$ cat src/rtl/alu_execute_sequencer.sv
// Execute-stage sequencer: dispatches one decoded RV32I ALU instruction at a time
// to a single ALU unit, samples the shared result bus and hands the result to writeback.
module alu_execute_sequencer #(
    parameter int RESULT_LATENCY = 1,
    parameter int XLEN           = 32
) (
    input  logic            clock,
    input  logic            reset_n,
    input  logic            issue_valid,
    output logic            issue_ready,
    input  logic [6:0]      issue_opcode,
    input  logic [4:0]      issue_rd,
    output logic [3:0]      unit_enable,
    input  logic [XLEN-1:0] result_bus,
    output logic            wb_valid,
    input  logic            wb_ready,
    output logic [4:0]      wb_rd,
    output logic [XLEN-1:0] wb_value,
    output logic            wb_write_enable,
    output logic            illegal_opcode,
    output logic            busy
);

    localparam logic [3:0] LATENCY = 4'(RESULT_LATENCY);

    typedef enum logic [2:0] {
        IDLE    = 3'd0,
        EXEC    = 3'd1,
        CAPTURE = 3'd2,
        WB      = 3'd3
    } state_t;

    state_t     state;
    state_t     state_next;
    logic [3:0] count;
    logic [3:0] unit_sel;
    logic [4:0] rd_latched;
    logic [3:0] decoded;
    logic       legal;
    logic       in_idle;

    always_comb begin
        decoded = 4'b0000;
        case (issue_opcode)
            7'b0110111: decoded = 4'b0001;
            7'b0010111: decoded = 4'b0010;
            7'b0010011: decoded = 4'b0100;
            7'b0110011: decoded = 4'b1000;
            default:    decoded = 4'b0000;
        endcase
    end

    assign legal       = |decoded;
    assign in_idle     = (state == IDLE);
    assign issue_ready = in_idle && reset_n;
    assign busy        = !in_idle;
    assign unit_enable = (state == EXEC) ? unit_sel : 4'b0000;

    always_comb begin
        state_next = state;
        case (state)
            IDLE:    if (issue_valid && legal) state_next = EXEC;
            // count holds the remaining enable cycles, including the current one
            EXEC:    if (count <= 4'd1) state_next = CAPTURE;
            CAPTURE: state_next = WB;
            WB:      if (wb_ready) state_next = IDLE;
            default: state_next = IDLE;
        endcase
    end

    always_ff @(posedge clock or negedge reset_n) begin
        if (!reset_n) begin
            state           <= IDLE;
            count           <= 4'd0;
            unit_sel        <= 4'b0000;
            rd_latched      <= 5'd0;
            wb_valid        <= 1'b0;
            wb_rd           <= 5'd0;
            wb_value        <= '0;
            wb_write_enable <= 1'b0;
            illegal_opcode  <= 1'b0;
        end else begin
            state          <= state_next;
            illegal_opcode <= in_idle && issue_valid && !legal;
            if (in_idle && issue_valid && legal) begin
                unit_sel   <= decoded;
                rd_latched <= issue_rd;
                count      <= LATENCY;
            end
            if (state == EXEC) begin
                count <= count - 4'd1;
            end
            // the enabled unit's registered output is on the bus during CAPTURE
            if (state == CAPTURE) begin
                wb_value        <= result_bus;
                wb_rd           <= rd_latched;
                wb_write_enable <= (rd_latched != 5'd0);
                wb_valid        <= 1'b1;
            end
            if (state == WB && wb_ready) begin
                wb_valid <= 1'b0;
            end
        end
    end

endmodule

$ cat config.mk
export PLATFORM = sky130hd
export DESIGN_NAME = alu_execute_sequencer
export DESIGN_NICKNAME = d
export VERILOG_FILES = /design/src/rtl/alu_execute_sequencer.sv
export SDC_FILE = /design/constraint.sdc
export NUM_CORES = 1
export LEC_CHECK = 0
export ABC_AREA = 1
export BUFFER_PORTS_ARGS = -buffer_cell sky130_fd_sc_hd__buf_2
export CORE_MARGIN = 3
export CORE_UTILIZATION = 40
export CTS_BUF_LIST = sky130_fd_sc_hd__clkbuf_16
export DETAILED_ROUTE_END_ITERATION = 16
export GPL_TIMING_DRIVEN = 0
export HOLD_SLACK_MARGIN = 0.12
export PLACE_DENSITY = 0.71
export SYNTH_ARGS = -nofsm -noshare
export SYNTH_HDL_FRONTEND = slang
export SYNTH_SLANG_ARGS = --single-unit
$ cat constraint.sdc
create_clock -name clock -period 1.2 [get_ports clock]
set_clock_uncertainty 0.05 [all_clocks]
set_input_delay 0.12 -clock clock [delete_from_list [all_inputs] [get_ports clock]]
set_output_delay 0.12 -clock clock [all_outputs]
set_load 0.05 [all_outputs]
==> key figures, run 1 <==
Timing
  – Max Fclk: 665.2 MHz
  – Slew Viols, Final: 0
  – Period minus WS final: 1503 ps
  – Worst slew pin tran: between 700 and 800 ps
  – Min Hold Slack: -163.0 ps
  – Setup violators final: 60
  – Crit share post-route: 1.253
  – Final worst slack: -303.3 ps
  – Final-report hold violation count: 55
  – RSZ-0062 raised after global routing: true
  – Relative slew slack: 0.5207

Global routing
  – Largest net degree at the start of global routing: 57
  – Initial antenna violation count: 0
  – GRT Total Usage: 0.2104
  – First-pass GRT wire length: 10,770 um
  – Grt ovf: 0
  – Vias in the first global route: 2,364

Synthesis
  – Post-synth EDFFs: 0
  – Leading area contributor after synthesis: dfrtp_1
  – Synthesized flop and latch total: 55
  – Top post-synthesis cells by area: dfrtp_1 59%, nand2_1 23%, ha_1 3.2%, inv_1 3.0%, o21ai_0 1.5%
  – Dominant synthesized flop cell: dfrtp_1
  – Post-synth ARST share: 1.000
  – Syn Area/Cell: 8.545 um^2
  – Syn Nets: between 300 and 400
  – Synth top area share: 0.5857
  – Yosys cell types: 22
  – Most instantiated cells after synthesis: 145 x nand2_1, 55 x dfrtp_1, 19 x inv_1
  – Count leader, synth: nand2_1
  – Mapped cell area: 0.002350 mm^2
  – Synth warn: 0
  – Sequential area share after synthesis: 0.5857
  – Syn Inst Count: 275

Clock tree
  – Clk_lat worst skew: 290 ps
  – H-tree depth: 2
  – Hold buffer count at CTS: 43
  – Root Buffer: clkbuf_16
  – CTS tree: yes
  – Num CTS Buffers: 5
  – CTS max path bufs: 2
  – Clock transition at the registers of the reported paths: 70 ps
  – CTS sink count: 55

Power and ir drop
  – Pwr/cell area: between 2000 and 3000 mW/mm^2
  – Worst VDD drop: about 0.0016 V
  – Leakage: 2.352 nW

Routing
  – Post-route DRC: 0
  – Initial drt markers: 94
  – DRT Pass-1 Iters: 4
  – Antenna viol nets, final: 0
  – Total number of vias: 2,414
  – Final wirelength: between 7000 and 8000 um
  – Vias per cell: approximately 4.7
  – Routed len/inst: ~16 um

Setup path
  – Worst path depth: 6
  – Worst R2R End: count[2]
  – CP dominant cell by count: buf_6
  – Worst setup EP type: output pin
  – Flop2flop setup slack: -300 ps
  – WP buf/inv: 4
  – Setup crit end: unit_enable[3]
  – Worst path slowest cell: dfrtp_1
  – Top delay family on crit path: buffers and inverters
  – Critical path arrival: between 1000 and 1500 ps
  – Worst EP required: 1030 ps
  – Startpoint types: register
  – Worst Reg-to-Reg Cells: 7
  – Reg2reg start: state[0]
  – CP Max Fanout: 5
  – Critical path origin: state[1]
  – Kind of critical path: reg2out
  – CP max stage delay: 390 ps
  – Critical-path cell list: inv_2 > ha_4 > buf_6 > nand2_2 > clkinvlp_4 > buf_6

Die
  – Initial Util: 0.4190
  – Die Wd: 82.65 um
  – Core Box Area: 0.005608 mm^2
  – Top Ports: 94
  – Chip height: 82.65 um
  – Core Rows: 27
  – Die area: 0.006830 mm^2

Flow run
  – Max_cap viols: 0

Min path
  – Hold WC Path Type: in2async

Finish
  – ANT cells: 0
  – Final Non-Filler Cells: 509
  – Layout area overhead: 84.19%
  – Nets: between 400 and 500
  – Share of cells above drive strength 1: 0.5378

Placement
  – Pre-CTS worst setup slack: -526.6 ps
  – Placed Cells: 440
  – PortBufs: 93
  – Gp weighted congestion: 0.7753
  – Hpwl dp: 3633 um

Outcome
  – Status: complete, but fails checks
  – Failing checks: hold timing, setup timing
-- what timing repair did --
| action | in CTS | in global routing |
|---|---|---|
| endpoints found under the hold margin | 97 | 55 |
| gates resized for setup | 122 | 64 |
| cloned | 7 | 0 |
| pin swaps | 31 | 28 |
| setup buffers | 9 | 3 |
| endpoints found under the setup margin | 59 | 60 |
-- sequential cells by signal (all words and copies together), names as in the netlist --
register         flops
count                4
unit_sel             4
wb_valid             1
illegal_opcode       1
wb_value            32
wb_rd                5
state                2
wb_write_enable      1
rd_latched           5
-- worst min-delay path by stage --
| stage | depth (start not counted) | from | to |
|---|---|---|---|
| 4_1_cts | 1 | reset_n | wb_value[13] |
| 5_1_grt | 1 | reset_n | wb_value[13] |
| 6_report | 1 | reset_n | wb_value[13] |
| 2_1_floorplan | 0 | reset_n | count[0] |
| 3_5_place_dp | 3 | issue_rd[1] | rd_latched[1] |
| 3_3_place_gp | 3 | issue_rd[1] | rd_latched[1] |
-- where the power goes --
group	switching [mW]	leakage [nW]	internal, mW	total, mW
registers	0.518	0.678	2.66	3.18
logic	4.90	1.60	2.61	7.50
clock network	0.641	0.0752	0.774	1.41
-- worst reg2reg max path, cell delays in order, from the launching register on --
cell	delay, ps
dfrtp_2	440
inv_2	110
ha_4	180
buf_6	120
nand4_4	150
buf_6	190
o21bai_4	110
inv_1	50
-- cells by family after synthesis --
family | count (synthesis) | share of synthesized area
buf+inv | 30 | 0.05484
compound gates | 15 | 0.03621
xor+xnor | 1 | 0.003728
simple gates | 168 | 0.2875
fa+ha+maj | 6 | 0.03195
flops | 55 | 0.5857
-- routing by layer --
| layer | up-vias | GRT usage | share of wire |
|---|---|---|---|
| li1 | 1163 | - | - |
| met1 | 1168 | 0.2399 | 0.38 |
| met2 | 79 | 0.3926 | 0.56 |
| met3 | 4 | 0.04230 | 0.054 |
| met4 | 0 | 0.06373 | 0.0077 |
| met5 | - | 0 | 0 |
-- area by class of cell --
cell class / count / area [um^2]
Buffer: 10 / 147.6
Clock buffer: 5 / 125.1
Clock inverter: 3 / 21.27
Fill cell: 369 / 1280
Inverter: 20 / 116.4
Multi-Input combinational cell: 190 / 1257
Sequential cell: 55 / 1378
Tap cell: 72 / 90.09
Timing Repair Buffer: 153 / 1176
Timing Repair inverter: 1 / 16.27
-- cell usage in the layout, fill, tap and decap left out, types with 3 or more instances in the layout --
| master | instances |
|---|---|
| buf_2 | 86 |
| nand2_1 | 72 |
| dfrtp_1 | 54 |
| nand2_2 | 50 |
| dlygate4sd3_1 | 43 |
| nand2_4 | 24 |
| buf_8 | 14 |
| inv_1 | 10 |
| buf_6 | 10 |
| buf_4 | 6 |
| clkinvlp_4 | 5 |
| o21ai_1 | 5 |
| nor2_1 | 5 |
| a21oi_2 | 5 |
| clkbuf_16 | 5 |
| nor2_4 | 4 |
| inv_2 | 3 |
| o21ai_2 | 3 |
| ha_1 | 3 |
| ha_4 | 3 |
-- per-stage QoR --
step	setup TNS [ps]	utilization	power [mW]	cell area (um^2)
floorplan	-419.8	-	7.154	2421
global placement	-11460	0.5308	8.336	2977
detailed placement	-11880	0.5308	8.422	2977
CTS	-9836	0.7316	11.37	4103
global route	-13310	0.7718	12.75	4328
finish	-10630	0.7718	12.10	4328
(Power assumes the default switching activity.)
==> inputs of run 2 (changes only) <==
--- a/config.mk
+++ b/config.mk
@@ -7,13 +7,15 @@
 export LEC_CHECK = 0
 export ABC_AREA = 1
 export BUFFER_PORTS_ARGS = -buffer_cell sky130_fd_sc_hd__buf_2
+export CAP_MARGIN = 20
 export CORE_MARGIN = 3
 export CORE_UTILIZATION = 40
-export CTS_BUF_LIST = sky130_fd_sc_hd__clkbuf_16
+export CTS_BUF_LIST = sky130_fd_sc_hd__clkbuf_4
 export DETAILED_ROUTE_END_ITERATION = 16
 export GPL_TIMING_DRIVEN = 0
 export HOLD_SLACK_MARGIN = 0.12
 export PLACE_DENSITY = 0.71
+export SKIP_CTS_REPAIR_TIMING = 1
 export SYNTH_ARGS = -nofsm -noshare
 export SYNTH_HDL_FRONTEND = slang
 export SYNTH_SLANG_ARGS = --single-unit
==> key figures, run 2 (same netlist as run 1, synthesis figures left out) <==
Finish
  – Final instance area: roughly 0.004 mm^2
  – Commonest cells after routing, fill and taps aside: 128 x nand2_1, 54 x dfrtp_1, 48 x buf_2
  – ANT cells: 0
  – Biggest regs: wb_value x32, rd_latched x5, wb_rd x5
  – Layout area overhead: 69.91%
  – Leading cell type in the layout, fill and taps excluded: nand2_1
  – Nets: about 490
  – Fillcell total: 408
  – Max reg flops: 32
  – Share of cells above drive strength 1: 0.3964
  – Most flop-heavy register: wb_value
  – Multi-input logic area: 978.4 um^2
  – Register area: 0.001378 mm^2

Global routing
  – First-pass GRT wire length: ~7700 um
  – Initial antenna violation count: 0
  – GRT Total Usage: 0.1464
  – Vias in the first global route: approximately 1,700
  – Grt ovf: 0
  – Largest net degree at the start of global routing: 39

Die
  – Core Rows: 27
  – Initial Util: 0.4190
  – Core Box Area: 0.005608 mm^2
  – Top Ports: 94
  – Die area: slightly below 0.007 mm^2
  – Die Wd: 82.65 um
  – Chip height: ~83 um

Clock tree
  – CTS tree: yes
  – H-tree depth: 2
  – Num CTS Buffers: 5
  – CTS max path bufs: 2
  – Clk_lat worst skew: 380 ps
  – CTS sink count: 55
  – Clock transition at the registers of the reported paths: approximately 160 ps
  – Root Buffer: clkbuf_4

Power and ir drop
  – Clk pwr share: 0.078
  – Register share of total power: 0.296
  – Worst VDD drop: 0.001802 V
  – Logic pwr share: 0.626
  – Switching Fraction: 0.5000
  – NetSw: 5.445 mW
  – Leakage: 2.106 nW
  – Design Power: 10.89 mW
  – Pwr/cell area: between 2000 and 3000 mW/mm^2
  – Internal: 5.445 mW

Setup path
  – Worst EP required: 1030 ps
  – Critical path arrival: 1470 ps
  – Kind of critical path: reg2out
  – Startpoint types: register
  – Reg2reg start: state[0]
  – CP Max Fanout: 6
  – Worst setup EP type: output pin
  – Worst Reg-to-Reg Cells: 7
  – Flop2flop setup slack: -280 ps
  – Worst R2R End: count[2]

Routing
  – DRT Pass-1 Iters: 4
  – Final wirelength: approximately 6800 um
  – Total number of vias: ~2,300
  – Routed len/inst: 13.29 um
  – Post-route DRC: 0
  – Initial drt markers: 66
  – Vias per cell: roughly 4.6
  – Antenna viol nets, final: 0

Outcome
  – Status: complete, but fails checks
  – Failing checks: setup timing

Timing
  – Crit share post-route: 1.367
  – Period minus WS final: 1640 ps
  – Slew Viols, Final: 0
  – RSZ-0062 raised after global routing: true
  – Setup violators final: 94
  – Min Hold Slack: between 100 and 150 ps
  – Final worst slack: -439.9 ps
  – Relative slew slack: 0.3816
  – Max Fclk: 609.8 MHz
  – Final-report hold violation count: 0
  – Worst slew pin tran: 924.6 ps

Min path
  – Hold Path Stages: 7
  – WHS Endpoint: unit_sel[3]
  – Hold WC Path Type: in2reg
  – Hold path startpoint: issue_opcode[3]

Flow run
  – Max_cap viols: 0

Placement
  – Hpwl dp: 3749 um
  – Post-DP Area: 0.002997 mm^2
  – PortBufs: slightly above 90
  – Gp weighted congestion: roughly 0.78
==> run 2: area by class of cell <==
class,count,area share
inverter,20,0.02476
buffer,10,0.02288
clock inverter,2,0.004387
tap,72,0.02256
timing repair buffer,155,0.3228
clock buffer,6,0.01128
multi-input combinational,190,0.2451
sequential,55,0.3450
timing repair inverter,1,0.001254
==> run 2: worst max-delay path by stage <==
stage          cells past startpoint         endpoint  slack [ps]  startpoint
6_report                           6   unit_enable[1]        -440    state[1]
5_1_grt                            6   unit_enable[1]        -540    state[1]
4_1_cts                            6   unit_enable[0]        -630    state[1]
3_5_place_dp                       6  wb_write_enable        -260    state[0]
3_3_place_gp                       4      issue_ready        -530     reset_n
2_1_floorplan                      6         state[0]        -120    state[1]
==> run 2: power groups by stage <==
stage | logic [mW] | clock network [mW] | registers [mW]
final | 6.82 | 0.848 | 3.22
after floorplan | 1.88 | 0 | 5.28
after global placement | 5.25 | 0 | 3.09
after CTS | 5.34 | 0.881 | 3.06
after detailed placement | 5.34 | 0 | 3.10
after global routing | 7.32 | 0.960 | 3.30
==> run 2: critical path, cell delays in order, from the launching register on <==
cell and delay (ps):
dfrtp_1 430, inv_2 80, ha_4 160, buf_6 130, nand2_2 80, clkinvlp_4 80, buf_6 150
==> run 2: metal layers <==
layer	wire (um)	track usage	up-vias
met5	0	0	-
met4	135	0.05392	0
met3	397	0.03037	13
met2	3501	0.2436	71
met1	2755	0.1881	1099
li1	-	-	1164
==> run 2: per-stage QoR <==
stage | cells | setup slack (ps) | util | setup TNS, ps
floorplan | 275 | -124.0 | - | -419.8
global placement | 440 | -525.8 | 0.5308 | -11460
detailed placement | 441 | -257.7 | 0.5344 | -6579
CTS | 449 | -631.3 | 0.5455 | -10050
global route | 511 | -539.6 | 0.7120 | -22080
finish | 511 | -439.9 | 0.7120 | -8929
